### config.mk
export PLATFORM = sky130hd
export DESIGN_NAME = seq_adder
export DESIGN_NICKNAME = d
export VERILOG_FILES = /design/src/rtl/seq_adder_pkg.sv /design/src/rtl/adder_digit.sv /design/src/rtl/seq_adder.sv
export SDC_FILE = /design/constraint.sdc
export NUM_CORES = 1
export LEC_CHECK = 0
export ABC_AREA = 1
export CAP_MARGIN = 10
export CELL_PAD_IN_SITES_DETAIL_PLACEMENT = 1
export CELL_PAD_IN_SITES_GLOBAL_PLACEMENT = 2
export CORE_ASPECT_RATIO = 1.1
export CORE_MARGIN = 2
export CORE_UTILIZATION = 30
export CTS_BUF_LIST = sky130_fd_sc_hd__clkbuf_8
export DETAILED_ROUTE_END_ITERATION = 8
export GPL_TIMING_DRIVEN = 0
export PLACE_DENSITY_LB_ADDON = 0.1
export SYNTH_ARGS = -nofsm -noshare
export SYNTH_HDL_FRONTEND = slang
export SYNTH_SLANG_ARGS = --single-unit
export TNS_END_PERCENT = 30
### constraint.sdc
create_clock -name clk -period 2.5 [get_ports clk]
set_clock_uncertainty 0.15 [all_clocks]
set_input_delay 0.5 -clock clk [delete_from_list [all_inputs] [get_ports clk]]
set_output_delay 0.5 -clock clk [all_outputs]
set_load 0.05 [all_outputs]
### src/rtl/seq_adder_pkg.sv
// Shared definitions for the digit-serial adder: state encoding and
// helpers that derive the digit count and counter width from the
// operand geometry.
package seq_adder_pkg;

  localparam logic [1:0] ST_IDLE = 2'd0;
  localparam logic [1:0] ST_CALC = 2'd1;
  localparam logic [1:0] ST_DONE = 2'd2;

  typedef enum logic [1:0] {
    S_IDLE = ST_IDLE,
    S_CALC = ST_CALC,
    S_DONE = ST_DONE
  } state_t;

  // Number of DIGIT-bit slices in a WIDTH-bit operand.
  function automatic int calc_ndig(input int width, input int digit);
    return width / digit;
  endfunction

  // Digit counter width; never narrower than one bit so a single-digit
  // configuration still has a legal (constant-zero) counter.
  function automatic int calc_cnt_w(input int width, input int digit);
    int w;
    w = $clog2(width / digit);
    return (w < 1) ? 1 : w;
  endfunction

endpackage

### src/rtl/adder_digit.sv
// Combinational DIGIT-bit ripple adder assembled from per-bit full-adder
// equations; the sequential adder reuses one of these every cycle.
module adder_digit #(
  parameter int DIGIT = 1
) (
  input  logic [DIGIT-1:0] x,
  input  logic [DIGIT-1:0] y,
  input  logic             ci,
  output logic [DIGIT-1:0] s,
  output logic             co
);

  logic [DIGIT:0] c;

  // Ripple the carry through each bit position.
  always_comb begin
    c    = '0;
    s    = '0;
    c[0] = ci;
    for (int i = 0; i < DIGIT; i++) begin
      s[i]   = x[i] ^ y[i] ^ c[i];
      c[i+1] = (x[i] & y[i]) | (c[i] & (x[i] ^ y[i]));
    end
    co = c[DIGIT];
  end

endmodule

### src/rtl/seq_adder.sv
// Digit-serial adder: {c_out,sum} = a + b + c_in computed DIGIT bits per
// clock through a single reused ripple slice, with valid/ready handshakes
// on both sides.
// Optional build macro SEQ_ADDER_SUB_EN adds a 'sub' input selecting
// a + ~b + ~c_in (subtract with c_in as borrow-in, c_out = no-borrow).
module seq_adder
  import seq_adder_pkg::*;
#(
  parameter int WIDTH = 8,
  parameter int DIGIT = 1
) (
  input  logic             clk,
  input  logic             rst_n,
  input  logic             in_valid,
  output logic             in_ready,
  input  logic [WIDTH-1:0] a,
  input  logic [WIDTH-1:0] b,
  input  logic             c_in,
`ifdef SEQ_ADDER_SUB_EN
  input  logic             sub,
`endif
  output logic             out_valid,
  input  logic             out_ready,
  output logic [WIDTH-1:0] sum,
  output logic             c_out,
  output logic             busy
);

  localparam int NDIG  = calc_ndig(WIDTH, DIGIT);
  localparam int CNT_W = calc_cnt_w(WIDTH, DIGIT);

  if ((WIDTH % DIGIT) != 0) begin : g_bad_digit
    $error("seq_adder: WIDTH must be a multiple of DIGIT");
  end

  state_t             state;
  state_t             state_nxt;
  logic [CNT_W-1:0]   cnt;
  logic [WIDTH-1:0]   a_q;
  logic [WIDTH-1:0]   b_q;
  logic [WIDTH-1:0]   sum_q;
  logic               carry_q;
  logic               cout_q;
  int unsigned        off;
  logic [DIGIT-1:0]   x_d;
  logic [DIGIT-1:0]   y_d;
  logic [DIGIT-1:0]   s_d;
  logic               co_d;
  logic               last;
  logic               accept;
  logic [WIDTH-1:0]   b_eff;
  logic               ci_eff;

  assign in_ready  = (state == S_IDLE);
  assign out_valid = (state == S_DONE);
  assign busy      = (state == S_CALC) || (state == S_DONE);
  assign accept    = in_valid && in_ready;
  assign last      = (cnt == CNT_W'(NDIG - 1));

  // Subtraction is folded into the operands at accept time so the
  // arithmetic slice is identical in both modes.
`ifdef SEQ_ADDER_SUB_EN
  assign b_eff  = sub ? ~b : b;
  assign ci_eff = sub ? ~c_in : c_in;
`else
  assign b_eff  = b;
  assign ci_eff = c_in;
`endif

  assign off = 32'(cnt) * 32'(DIGIT);
  assign x_d = a_q[off +: DIGIT];
  assign y_d = b_q[off +: DIGIT];

  adder_digit #(.DIGIT(DIGIT)) u_digit (
    .x  (x_d),
    .y  (y_d),
    .ci (carry_q),
    .s  (s_d),
    .co (co_d)
  );

  // State register.
  always_ff @(posedge clk or negedge rst_n) begin
    if (!rst_n) state <= S_IDLE;
    else        state <= state_nxt;
  end

  // Next-state decode: accept in IDLE, finish on last digit, deliver in DONE.
  always_comb begin
    state_nxt = state;
    unique case (state)
      S_IDLE:  if (in_valid)  state_nxt = S_CALC;
      S_CALC:  if (last)      state_nxt = S_DONE;
      S_DONE:  if (out_ready) state_nxt = S_IDLE;
      default:                state_nxt = S_IDLE;
    endcase
  end

  // Operand capture and one digit of addition per CALC cycle.
  always_ff @(posedge clk or negedge rst_n) begin
    if (!rst_n) begin
      cnt     <= '0;
      a_q     <= '0;
      b_q     <= '0;
      sum_q   <= '0;
      carry_q <= 1'b0;
      cout_q  <= 1'b0;
    end else if (accept) begin
      a_q     <= a;
      b_q     <= b_eff;
      carry_q <= ci_eff;
      sum_q   <= '0;
      cnt     <= '0;
    end else if (state == S_CALC) begin
      sum_q[off +: DIGIT] <= s_d;
      carry_q             <= co_d;
      if (last) begin
        cout_q <= co_d;
        cnt    <= '0;
      end else begin
        cnt <= cnt + CNT_W'(1);
      end
    end
  end

  assign sum   = sum_q;
  assign c_out = cout_q;

endmodule
# Word level (Yosys, flattened, before mapping)

Index checks and enable logic that the tools add are counted.

Bitwise logic cells: 6
Eq/ne operators: 6
Shift operators: 4
Reduce and logical (&&, ||, !) cells: 6
Mux-type cells: 12
Add/subtract/negate cells: 2

Operators by type and width:

| kind                     | count |
|---|---|
| $neg A3 Y34              | 1 |
| $shift A1 B34 Y8 const A | 1 |
| $shiftx A1 B34 Y8        | 1 |
| $mux W8                  | 2 |
| $shiftx A8 B4 Y1         | 2 |
| $mux W3                  | 3 |
| $bwmux W8                | 1 |
| $mux W2                  | 3 |
| $pmux W2 S3              | 1 |
| $reduce_and A3 Y1        | 2 |
| $ne A2 B2 Y1 const B     | 2 |
| $add A3 B1 Y3 const B    | 1 |
| $eq A3 B3 Y1 const B     | 1 |
| $and A1 B1 Y1            | 2 |
| $eq A2 B1 Y1 const B     | 1 |
| $eq A2 B2 Y1 const B     | 1 |
| $logic_not A2 Y1         | 1 |
| $mux W1                  | 2 |
| $ne A2 B1 Y1 const B     | 1 |
| $reduce_bool A2 Y1       | 1 |
| $xor A1 B1 Y1            | 2 |
| $logic_and A1 B1 Y1      | 1 |
| $logic_or A1 B1 Y1       | 1 |
| $not A1 Y1               | 1 |
| $or A1 B1 Y1             | 1 |

Output and inout bits: 12
Word-level logic and storage cells: 43
Register bits: 31
Input port bits: 21

# Logic depth before layout (Yosys ltp)

Gate-level depths: netlist of the first run.

Word-level depth: 7
Depth in mapped cells: 11
Gate-level depth less buffers: 11

# Modules after synthesis

Synthesis of the first run repeated with hierarchy kept, for this count alone.

Cell total of the unflattened synthesis: 226
Area, all modules: 1,775.5 um^2

Modules (own cells, without submodules):

| module      | cells an instance | times used | seq. area each (um^2) | area an instance (um^2) |
|---|---|---|---|---|
| seq_adder   | 225               | 1          | 775.7                 | 1,755.4 |
| adder_digit | 1                 | 1          | 0.0                   | 20.0 |

# Worst setup path before layout of the first run

Ideal clock, no wire load.

Path kind: reg2reg
Start: register cnt[0]
End: register sum_q[1], in the netlist sum[1]
Arrival time: 1,766 ps
Setup slack: 512 ps
Stages on the path, launching flop included: 12
Buffers on the path: 1
Library setup time: 71 ps
Clock period less this slack: 1,988 ps
Required time: 2,279 ps
Cell sequence: dfrtp_1 buf_2 nand2_1 o211ai_1 nand3_1 nand2_1 fa_1 inv_1 nand3_1 nor2_1 nor2_1 nor2_1

Longest elaborated chain between the ends: 7
Elaborated cells between the ends (all ways): 10
Classes of those cells: 1 x add/sub; 4 x shift; 3 x mux; 2 x bitwise

Ends and longest elaborated chain:

| what                                | RTL line                         | source |
|---|---|---|
| start, declared                     | seq_adder.sv:38                  | `logic [CNT_W-1:0] cnt;` |
| start signal, assigned              | seq_adder.sv:121                 | `cnt <= cnt + CNT_W'(1);` |
| $shiftx A8 B4 Y1 (on tied branches) | seq_adder.sv:71, seq_adder.sv:72 |  |
| $xor A1 B1 Y1 (2 in a row)          | adder_digit.sv:21                | `s[i] = x[i] ^ y[i] ^ c[i];` |
| $shiftx A1 B34 Y8                   | seq_adder.sv:115                 | `sum_q[off +: DIGIT] <= s_d;` |
| $bwmux W8 (*)                       | seq_adder.sv:115                 |  |
| $mux W8 (*)                         | seq_adder.sv:114                 | `end else if (state == S_CALC) begin` |
| $mux W8 (*)                         | seq_adder.sv:108                 | `end else if (accept) begin` |
| end signal, assigned                | seq_adder.sv:105                 | `sum_q <= '0;` |
| end signal, assigned                | seq_adder.sv:112                 | `sum_q <= '0;` |
| end signal, assigned by index       | seq_adder.sv:115                 |  |
| end, declared                       | seq_adder.sv:41                  | `logic [WIDTH-1:0] sum_q;` |

Every way passes the cells marked *; elsewhere a longest branch is shown, timed or not. The select of a mux whose other input is x is not followed.
A chain may end at the register's enable or synchronous reset.

# Worst setup path after layout of the first run

Start: register state[0]
End: output port out_valid

Longest elaborated chain between the ends: 1

Ends and longest elaborated chain:

| what                   | RTL line        | source |
|---|---|---|
| start, declared        | seq_adder.sv:36 | `state_t state;` |
| start signal, assigned | seq_adder.sv:85 | `else state <= state_nxt;` |
| $eq A2 B2 Y1           | seq_adder.sv:55 | `assign out_valid = (state == S_DONE);` |
| end, declared          | seq_adder.sv:22 | `output logic out_valid,` |

Every way passes these cells.

==> results of run 1 <==
critical path: cells and delay by family, from the launching register on:
| kind | cells | cell delay (ps) |
|---|---|---|
| fa+ha+maj | 1 | 170 |
| flops | 1 | 390 |
| buf+inv | 2 | 890 |
sequential cells by signal, indices dropped and copies added, names as in the netlist:
signal / cells
a_q: 8
b_q: 8
state: 2
c_out: 1
sum: 8
carry_q: 1
cnt: 3
placed cells by master, fill, tap and decap left out, types with 2 or more instances in the layout:
| master | instances |
|---|---|
| buf_6 | 2 |
| nor2_1 | 15 |
| clkdlybuf4s50_1 | 29 |
| dfrtp_1 | 30 |
| buf_2 | 3 |
| nand3_1 | 22 |
| dlymetal6s2s_1 | 2 |
| o21ai_0 | 17 |
| ha_1 | 10 |
| nand2_1 | 73 |
| clkbuf_8 | 6 |
| inv_2 | 3 |
| o211ai_1 | 6 |
| inv_1 | 34 |
cells by family after synthesis:
kind of cell,count (synthesis),share of synthesized area (%)
buffers and inverters,43,10.7
and+or+nand+nor,113,27.2
adders and majority gates,11,8.44
AOI/OAI and AO/OA,26,8.51
DFF,31,45.1
worst max-delay path by stage:
stage | from | end | slack, ps | cells past startpoint
2_1_floorplan | cnt[0]$_DFFE_PN0P_ | sum[1]$_DFFE_PN0P_ | 510 | 11
3_3_place_gp | rst_n | sum[2]$_DFFE_PN0P_ | 80 | 1
3_5_place_dp | cnt[0]$_DFFE_PN0P_ | sum[7]$_DFFE_PN0P_ | 120 | 11
4_1_cts | state[0]$_DFFE_PN0P_ | in_ready | 40 | 3
5_1_grt | cnt[0]$_DFFE_PN0P_ | sum[1]$_DFFE_PN0P_ | 2 | 10
6_report | state[0]$_DFFE_PN0P_ | out_valid | 110 | 3
per-layer routing:
layer,track usage (%),up-vias
li1,-,771
met1,17.5,701
met2,26.8,20
met5,0,-
met4,5.45,0
met3,3.80,6
area by class of cell:
cell class,count,area [sq um],share of cell area [%]
Clock buffer,6,82.6,3.71
Clock inverter,1,5.00,0.225
Tap cell,75,93.8,4.21
Buffer,6,47.5,2.13
Multi-Input combinational cell,150,762,34.2
Timing Repair Buffer,32,320,14.4
Sequential cell,31,777,34.9
Inverter,37,139,6.24
per-stage QoR:
stage | hold WS [ps] | power [mW] | instances | setup slack [ps]
finish | 111 | 2.86 | 338 | 112
global route | 153 | 3.18 | 338 | 1.69
CTS | 139 | 2.92 | 338 | 41.1
detailed placement | 335 | 2.49 | 331 | 115
global placement | 319 | 2.47 | 331 | 84.4
floorplan | 54.4 | 1.99 | 224 | 512
where the power goes:
| part | internal (mW) | switching, mW |
|---|---|---|
| Combinational | 0.547 | 1.07 |
| Sequential | 0.713 | 0.122 |
| Clock | 0.216 | 0.191 |
| Total | 1.48 | 1.38 |
timing repair:
item / 4_1_cts / 5_1_grt
hold buffers: 0 / 0
hold endpoints to repair: 0 / 0
endpoints found under the setup margin: 0 / 8
gates resized for setup: 0 / 5
==> qor.yml, run 1 <==
p_per_area_mw_per_mm2: 1280
finalHoldViolCount: 0
cts_tree: "yes"
relSlewSlack_pct: 52.2
cap_violations: 0
status: "finished clean"
clk_pin_slew_ps: 70
crit_fanout: 3
clockRootBuffer: "clkbuf_8"
wl_met2_um: 2110
setup_viol: 0
hold_class: "input port to async pin"
wl_per_cell_um: 12.7
drtIter0Drc: 37
wl_um: 4280
worstPathRequired_ps: 1850
die_area_sq_mm: 0.00635
r2r.worst_path.cells: 10
finalSetupTns_ps: 0
worstMarginPinSlew_ps: 717
max_stage_delay_ps: 800
period_share_pct: 95.5
die_w_um: 76.2
rsz0062_at_grt: "no"
antenna_cells: 0
worstSetupPathType: "flop to output pin"
critPathSlowestCell: "clkdlybuf4s50_1"
ant_nets: 0
yosys.cell_count.top_type: "nand2_1"
syn_nets: 256
drc: 0
grt_max_degree: 32
utilization_pct: 40.8
ys_seq_area_share_pct: 45.1
core_area_sq_mm: 0.00547
fin_crit_ps: 2390
ir_worst_vdd_mv: 0.530
syn-cell-area_sq_mm: 0.00172
cts.sinks: 31
worstPathArrival_ps: 1740
design_area_sq_mm: 0.00223
synth_area_leaders: "dfrtp_1 (45%), nand2_1 (16%), inv_1 (7.4%), ha_1 (7.3%), nand3_1 (6.4%)"
first_global_vias: 1683
cts_inserted_buffers: 5
postCtsSetupRepairBufs: 0
p_leak_nw: 1.15
ios: 33
ys_types: 18
fillers: 697
ys_ff_latch: 31
cts_max_level: 2
io_buffers: 32
timing.rr.start: "cnt[0]$_DFFE_PN0P_"
synth_largest_area_cell: "dfrtp_1"
critPathLaunchType: "flop"
highest_layer: "met4"
grt_pass1_wl_um: 7690
yosysTopAreaCellShare_pct: 45.1
worstPathCellList: "inv_1, ha_1, clkdlybuf4s50_1"
clock_latency_ps: 290
start_util_pct: 31.5
finalNetCount: 295
antenna_found_initial: 0
grt_usage_pct: 15.1
place_congestion: 0.757
drt-pass1-iter-count: 4
vias: 1498
r2r_slack_ps: 250
place_area_sq_mm: 0.00213
syn_avg_cell_area_sq_um: 7.67
hpwl_um: 3160
grt-ovfl-total: 0
async_flop_share_pct: 100
yosys_warnings: 0
clock.fmax_mhz: 419
critPathCaptureType: "output pin"
worstReg2RegEnd: "sum[1]$_DFFE_PN0P_"
wl_met3_um: 149
vias_per_cell: 4.43
finalMaxSlewViolations: 0
clockBufferDepth: 2
syn_inst: 224
area_growth_syn_to_layout_pct: 29.5
synth_edf_count: 0
drt-met1-wl_um: 1950
drive_gt1_share_pct: 7.60
synth_commonest_cells: "nand2_1 (73), inv_1 (34), dfrtp_1 (31), nand3_1 (22), o21ai_0 (17)"
fp-row-count: 28
die_y_um: 83.4
ys.flop_type: "dfrtp_1"
Note: power is estimated with default switching activity, not from simulation.
==> inputs of run 2 (changes only) <==
SLEW_MARGIN = 5   (was not set)
==> results of run 2 <==
No change in the layout: final DEF, timing and power equal those of run 1.
